File: src/rtl/game_ctrl.sv
// game_ctrl: button conditioning (synchroniser + debouncer) and the
// IDLE/RUN/OVER/RESTART game state machine. Every output is a flop.
module game_ctrl #(
    parameter int DEBOUNCE_CYCLES = 250_000,
    parameter int FLAP_HOLD       = 5_000_000,
    parameter int OVER_LOCK       = 12_500_000,
    parameter int RESTART_LEN     = 4
) (
    input  logic       clk_25MHz,
    input  logic       reset_n,
    input  logic       btn_start,
    input  logic       btn_flap,
    input  logic       lose,
    output logic       game_start,
    output logic       flap,
    output logic       game_reset,
    output logic [1:0] state,
    output logic [7:0] games_played
);
    localparam int DB_W = $clog2(DEBOUNCE_CYCLES + 1);
    localparam int FH_W = $clog2(FLAP_HOLD + 1);
    localparam int OL_W = $clog2(OVER_LOCK + 1);
    localparam int RL_W = $clog2(RESTART_LEN + 1);

    localparam logic [DB_W-1:0] DB_LAST      = DB_W'(DEBOUNCE_CYCLES - 1);
    localparam logic [FH_W-1:0] HOLD_INIT    = FH_W'(FLAP_HOLD - 1);
    localparam logic [OL_W-1:0] LOCK_INIT    = OL_W'(OVER_LOCK);
    localparam logic [RL_W-1:0] RESTART_INIT = RL_W'(RESTART_LEN - 1);

    typedef enum logic [1:0] {
        S_IDLE    = 2'd0,
        S_RUN     = 2'd1,
        S_OVER    = 2'd2,
        S_RESTART = 2'd3
    } state_t;

    // Bit 0 carries the start button, bit 1 the flap button.
    logic [1:0]      r_sync1;
    logic [1:0]      r_sync2;
    logic [1:0]      r_level;
    logic [DB_W-1:0] r_dbCnt [2];
    logic [1:0]      w_press;

    always_ff @(posedge clk_25MHz or negedge reset_n) begin
        if (!reset_n) begin
            r_sync1 <= '0;
            r_sync2 <= '0;
            r_level <= '0;
            for (int b = 0; b < 2; b++) r_dbCnt[b] <= '0;
        end else begin
            r_sync1 <= {btn_flap, btn_start};
            r_sync2 <= r_sync1;
            for (int b = 0; b < 2; b++) begin
                if (r_sync2[b] == r_level[b]) begin
                    r_dbCnt[b] <= '0;
                end else if (r_dbCnt[b] == DB_LAST) begin
                    r_level[b] <= r_sync2[b];
                    r_dbCnt[b] <= '0;
                end else begin
                    r_dbCnt[b] <= r_dbCnt[b] + 1'b1;
                end
            end
        end
    end

    // The press event fires on the same edge the level flips to 1, so the FSM reacts without an extra cycle.
    always_comb begin
        w_press = '0;
        for (int b = 0; b < 2; b++)
            w_press[b] = (r_sync2[b] != r_level[b]) && (r_dbCnt[b] == DB_LAST) && r_sync2[b];
    end

    logic w_startEvt;
    logic w_flapEvt;
    assign w_startEvt = w_press[0];
    assign w_flapEvt  = w_press[1];

    state_t          r_state;
    state_t          w_nextState;
    logic            r_gameStart, w_gameStartNext;
    logic            r_gameReset, w_gameResetNext;
    logic            r_flap, w_flapNext;
    logic [FH_W-1:0] r_holdCnt, w_holdNext;
    logic [OL_W-1:0] r_lockCnt, w_lockNext;
    logic [RL_W-1:0] r_restartCnt, w_restartNext;
    logic [7:0]      r_played, w_playedNext;

    always_ff @(posedge clk_25MHz or negedge reset_n) begin
        if (!reset_n) begin
            r_state      <= S_IDLE;
            r_gameStart  <= 1'b0;
            r_gameReset  <= 1'b0;
            r_flap       <= 1'b0;
            r_holdCnt    <= '0;
            r_lockCnt    <= '0;
            r_restartCnt <= '0;
            r_played     <= '0;
        end else begin
            r_state      <= w_nextState;
            r_gameStart  <= w_gameStartNext;
            r_gameReset  <= w_gameResetNext;
            r_flap       <= w_flapNext;
            r_holdCnt    <= w_holdNext;
            r_lockCnt    <= w_lockNext;
            r_restartCnt <= w_restartNext;
            r_played     <= w_playedNext;
        end
    end

    always_comb begin
        w_nextState = r_state;
        case (r_state)
            S_IDLE:    if (w_startEvt) w_nextState = S_RUN;
            S_RUN:     if (lose) w_nextState = S_OVER;
            S_OVER:    if (w_startEvt && r_lockCnt == '0) w_nextState = S_RESTART;
            S_RESTART: if (r_restartCnt == '0) w_nextState = S_RUN;
            default:   w_nextState = S_IDLE;
        endcase
    end

    // Outputs are computed from the next state so they land in flops on the same edge as the state.
    always_comb begin
        w_gameStartNext = (w_nextState == S_RUN);
        w_gameResetNext = (w_nextState == S_RESTART);
        w_flapNext      = 1'b0;
        w_holdNext      = '0;
        w_lockNext      = r_lockCnt;
        w_restartNext   = r_restartCnt;
        w_playedNext    = r_played;

        if (r_state == S_RUN && w_nextState == S_RUN) begin
            if (w_flapEvt) begin
                w_flapNext = 1'b1;
                w_holdNext = HOLD_INIT;
            end else if (r_flap && r_holdCnt != '0) begin
                w_flapNext = 1'b1;
                w_holdNext = r_holdCnt - 1'b1;
            end
        end

        if (w_nextState == S_OVER && r_state != S_OVER)
            w_lockNext = LOCK_INIT;
        else if (r_state == S_OVER && r_lockCnt != '0)
            w_lockNext = r_lockCnt - 1'b1;

        if (w_nextState == S_RESTART && r_state != S_RESTART)
            w_restartNext = RESTART_INIT;
        else if (r_state == S_RESTART && r_restartCnt != '0)
            w_restartNext = r_restartCnt - 1'b1;

        if (w_nextState == S_RUN && r_state != S_RUN && r_played != 8'hFF)
            w_playedNext = r_played + 8'd1;
    end

    assign state        = r_state;
    assign game_start   = r_gameStart;
    assign game_reset   = r_gameReset;
    assign flap         = r_flap;
    assign games_played = r_played;

endmodule

File: config.mk
export PLATFORM = sky130hd
export DESIGN_NAME = game_ctrl
export DESIGN_NICKNAME = d
export VERILOG_FILES = /design/src/rtl/game_ctrl.sv
export SDC_FILE = /design/constraint.sdc
export NUM_CORES = 1
export LEC_CHECK = 0
export CAP_MARGIN = 20
export CORE_MARGIN = 10
export CORE_UTILIZATION = 63
export CTS_BUF_LIST = sky130_fd_sc_hd__clkbuf_4 sky130_fd_sc_hd__clkbuf_8
export DETAILED_ROUTE_END_ITERATION = 16
export HOLD_SLACK_MARGIN = 0.03
export PLACE_DENSITY = 0.84
export REMOVE_ABC_BUFFERS = 1
export SLEW_MARGIN = 15
export SYNTH_ARGS = -nofsm -noshare
export SYNTH_HDL_FRONTEND = slang
export SYNTH_SLANG_ARGS = --single-unit
File: constraint.sdc
create_clock -name clk_25MHz -period 2.65 [get_ports clk_25MHz]
set_input_delay 0.53 -clock clk_25MHz [delete_from_list [all_inputs] [get_ports clk_25MHz]]
set_output_delay 0.53 -clock clk_25MHz [all_outputs]
set_load 0.01 [all_outputs]
==> Yosys cells after proc, flatten, opt, wreduce, memory -nomap -nowiden <==
Cells that the tools add are included.
{ "classes": {"addsub": 6, "multipliers": 0, "div_mod_pow": 0, "n_lt_le_gt_ge": 0, "n_eq_ne": 16, "shift": 0, "muxes": 19, "bitwise_logic": 2, "n_reduce_logical": 23} }
{ "op_table": {"columns": ["op", "n"], "rows": [
  ["18-bit two-way mux", 4],
  ["23-bit two-way mux", 3],
  ["24-bit two-way mux", 2],
  ["18-bit by 1-bit adder with 18-bit output, second input constant", 2],
  ["18-bit equality test, second input constant", 2],
  ["24-bit zero test", 1],
  ["24-bit nonzero test", 1],
  ["24-bit by 1-bit subtractor with 24-bit output, second input constant", 1],
  ["23-bit nonzero test", 1],
  ["23-bit by 1-bit subtractor with 23-bit output, second input constant", 1],
  ["1-bit logical AND", 13],
  ["8-bit by 1-bit adder with 8-bit output, second input constant", 1],
  ["2-bit equality test, second input constant", 4],
  ["2-bit two-way mux", 4],
  ["8-bit != test, second input constant", 1],
  ["2-bit one-hot mux with 4 select lines", 1],
  ["3-bit two-way mux", 2],
  ["2-bit by 1-bit equality test with 1-bit output, second input constant", 2],
  ["2-bit != test, second input constant", 2],
  ["2-bit AND reduction", 2],
  ["2-bit nonzero test", 2],
  ["3-bit zero test", 1],
  ["1-bit two-way mux", 3],
  ["3-bit nonzero test", 1],
  ["other kinds (6)", 9]
]} }
{ "totals": {"ff_bits": 105, "latchBits": 0, "ram_bits": 0, "romBits": 0, "output_inout_bits": 13, "n_memories": 0} }

==> Logic depth before layout (Yosys ltp) <==
{ "depth": {"ltp_word": 9, "mapped_depth": 8, "mapped_depth_nobuf": 7} }

==> Least setup slack after synthesis <==
Ideal clock, no wire load.
{ "synth_path": {"path_type": "register to register", "startpoint": "register r_lockCnt[8]", "endpoint": "register r_lockCnt[16]", "setup_ps": 67, "arrival_time_ps": 2256, "required_ps": 2583, "slack_ps": 328, "stages_incl_launch_ff": 7, "path_buffers": 1, "cell_sequence": "dfrtp_1 -> or4_4 -> or3_1 -> buf_6 -> or3_4 -> or4_1 -> nand2_1"} }
{ "synth_between": {"elab_chain_len": 7} }
{ "synth_rtl": {"columns": ["element", "line", "text"], "rows": [
  ["start, declared", "84", "logic [OL_W-1:0] r_lockCnt, w_lockNext;"],
  ["start signal, assigned", "104", "r_lockCnt <= w_lockNext;"],
  ["branches (longest 7 deep; another with 24-bit by 1-bit subtractor with 24-bit output)", null, null]
]} }
Several ways; the timed one is not identified. The select of a mux whose other input is x is not followed.
A chain may end at the register's enable or synchronous reset.

==> Worst setup path in the final report <==
Ends and elaborated chain as after synthesis.

==> summary.txt <==
Run status
  • Outcome: completed

Layout
  • Filler-free cell count of the finished design: approximately 670
  • Layout overhead on the synthesized area: 10.4%
  • Multi-input logic area: approximately 2500 µm²
  • Most common cell after layout, fill and taps aside: dfrtp_1
  • Storage element area: approximately 2600 µm²
  • Fill cell total of the finished layout: 589
  • Layout cell share with drive strength beyond 1: 0.0804
  • Final net count: 570
  • Most used cells in the layout excluding fill and tap cells: dfrtp_1 (105), nor2_1 (76), nand2_1 (40), xnor2_1 (35), xor2_1 (29)
  • Diodes inserted: 0

Hold path
  • Path category of the worst min-delay check: in2async

Global route
  • Wire length of the first global-routing pass: 17900 µm
  • GR met1 Demand/Resource: 0.205
  • Total GRT Usage: 0.167
  • Layer with the highest usage: met2
  • Global Route met2 Usage: 0.280
  • Maximum number of pins on one net before global-route repair: between 60 and 70
  • Initial antenna violation count: 0
  • Met3 usage in global routing: 0.0384
  • Via count of the first global-routing pass: 3888
  • Final global-route overflow total: 0

Setup path
  • Beginning of the worst register-to-register path: r_lockCnt[8]$_DFFE_PN0P_
  • Startpoint kind of the worst setup timing path: register
  • Crit path kind: reg2reg
  • Register-to-register setup slack: 0.17 ns
  • Data required time at the worst endpoint: between 2 and 3 ns
  • Cells on worst reg2reg path: 5
  • Startpoint of the worst setup timing path: r_lockCnt[8]$_DFFE_PN0P_
  • Critical-path cell list: or4_4 > or3_1 > or3_4 > or4_1 > nand2_1
  • Delay of the slowest cell on the worst path: 0.58 ns
  • Max FO, Critical Path: 7
  • Highest-delay cell along the critical path: or4_4
  • Worst endpoint data arrival time: between 2 and 3 ns
  • Endpoint kind of the worst setup timing path: register
  • Worst reg2reg path endpoint: r_lockCnt[16]$_DFFE_PN0P_

Timing
  • Total setup violations reported at the end of the flow: 0
  • Clock skew: approximately 0.013 ns
  • Unrepaired setup endpoints after global routing: false
  • Fmax: slightly above 0.4 GHz
  • Final worst path period share: 0.935
  • Final hold vios: 0
  • Worst Hold Margin: 0.118 ns
  • Sum Neg Setup Slack: 0 ns
  • Measured slew at the worst slew-check pin: ~0.8 ns
  • Final WS setup: roughly 0.17 ns
  • Final Critical Period: ~2.5 ns
  • Slew Viols, Final: 0
  • Headroom to the max-slew limit: 0.460

Synth
  • Count of state elements after synthesis: ~110
  • Seq/Total Area, Yosys: 0.501
  • Number of warnings issued by yosys: 0
  • Synthesized area per cell: 9.88 µm²
  • Number of library cell types mapped by synthesis: 56
  • Portion of synthesized cell area occupied by the leading cell type: 0.501
  • Post-synth EDFFs: 0
  • Ys flop type: dfrtp_1
  • Synthesized cell area: around 5200 µm²
  • Proportion of register bits with asynchronous set or reset after synthesis: 1.00
  • Cells after Synth: between 500 and 600
  • Biggest area consumer among synthesized cells: dfrtp_1
  • Largest cells by area after synthesis: dfrtp_1 (50%), xnor2_1 (5.8%), nor2_1 (5.4%), xor2_1 (4.8%), nand2_1 (2.9%)

Floorplanning
  • Die Height: between 100 and 150 µm
  • Number of standard-cell rows in the floorplan: 33
  • DIE WIDTH: 111 µm
  • Initial core utilization: 0.642
  • # IOs: 18
  • DIE AREA: 12400 µm²
  • Core ar.: a little over 8000 µm²

Route
  • Count of nets left with antenna violations after detail routing: 0
  • DRC violation count after routing: 0
  • Per-cell routed wire length: ~15 µm
  • Detailed router's first-iteration violation count: 190
  • Total detailed-routing wirelength: slightly above 10000 µm
  • DR vias/cell: 5.95
  • Overall via count from detail_route: 3956
  • Pre-Repair DR Iteration Count: 4

Clocking
  • Post-CTS Repair Setup Buffers: 0
  • Total clock buffers created by CTS: 9
  • TritonCTS clock tree: built
  • Post-CTS Hold Fix Bufs: 0
  • Skew-Pair Late Insertion Delay: between 0.3 and 0.4 ns
  • Quantity of gates resized following cts: 0
  • Clock sink count: ~110
  • Clock transition at path regs: roughly 0.1 ns
  • H-tree Lvls: 3
  • CTS Buffer Depth: 2
  • CTS Root Buffer Type: clkbuf_8

Placement
  • Hpwl dp: around 7000 µm
  • GP Congestion: between 0.8 and 0.9
  • Port Buffer Count: 17
  • Post-Place Cells: 650
  • Place WS: roughly 0.21 ns

Power
  • Post-route total power: 3.14 mW
  • Leakage power: 2.41 nW
  • Worst voltage drop across the vdd grid: 0.306 mV
  • Pwr dens: 542 nW/µm²

Flow run
  • Max-cap violations: 0
sequential cells by signal, indices dropped and copies added, names as in the netlist:
register / count
flap: 1
game_reset: 1
game_start: 1
games_played: 8
r_dbCnt: 36
r_holdCnt: 23
r_level: 2
r_lockCnt: 24
r_restartCnt: 3
r_sync1: 2
r_sync2: 2
state: 2
worst max-delay path by stage:
stage,endpoint,cells past startpoint
floorplan,r_lockCnt[16]$_DFFE_PN0P_,5
global placement,r_lockCnt[16]$_DFFE_PN0P_,5
detailed placement,r_lockCnt[16]$_DFFE_PN0P_,5
CTS,r_lockCnt[16]$_DFFE_PN0P_,5
global route,r_lockCnt[16]$_DFFE_PN0P_,5
finish,r_lockCnt[16]$_DFFE_PN0P_,5
final cells by class:
| class | count | share of cell area |
|---|---|---|
| flip-flops and latches | 105 | 0.454 |
| clock inverters | 3 | 0.00821 |
| multi-input cells | 398 | 0.431 |
| repair buffers | 28 | 0.0460 |
| inverters | 14 | 0.00908 |
| clock buffers | 12 | 0.0285 |
| well taps | 105 | 0.0227 |
kinds of logic after synthesis:
logic type,after synthesis,share of synthesized area
flops,105,0.501
xor+xnor,64,0.107
compound gates,60,0.0761
mux,5,0.0103
fa+ha+maj,9,0.0215
buf+inv,28,0.0229
simple gates,260,0.261
through the flow:
step	utilization	cell area, µm²
6_report	0.708	5790
5_1_grt	0.708	5790
4_1_cts	0.708	5790
3_5_place_dp	0.682	5580
2_1_floorplan	-	5180
3_3_place_gp	0.681	5560
per-layer routing:
layer	wire, µm	up-vias	part of all wire
li1	-	1942	-
met1	4590	1930	0.46
met2	4950	62	0.49
met3	333	22	0.033
met4	186	0	0.019
met5	0	-	0
power by group:
group / switching [mW] / internal [mW] / leakage, nW
clock network: 0.527 / 0.515 / 0.109
registers: 0.0989 / 1.69 / 1.36
logic: 0.174 / 0.131 / 0.941
total: 0.800 / 2.34 / 2.41
synthesized netlist by cell type, drive strengths merged, types with 9 or more instances:
cell type,number
nor3,21
dfrtp,105
nand4,17
ha,9
or3,9
o21ai,11
nor2,76
nor4,15
nand3,25
nand2,40
or4,10
and3,9
xnor2,35
inv,14
a21oi,18
clkbuf,12
xor2,29
worst max-delay path, delay by kind of cell (launching register included):
family	cells	cell delay, ns
AND/OR/NAND/NOR	5	1.98
flip-flops	1	0.43
Note: power is estimated with default switching activity, not from simulation.
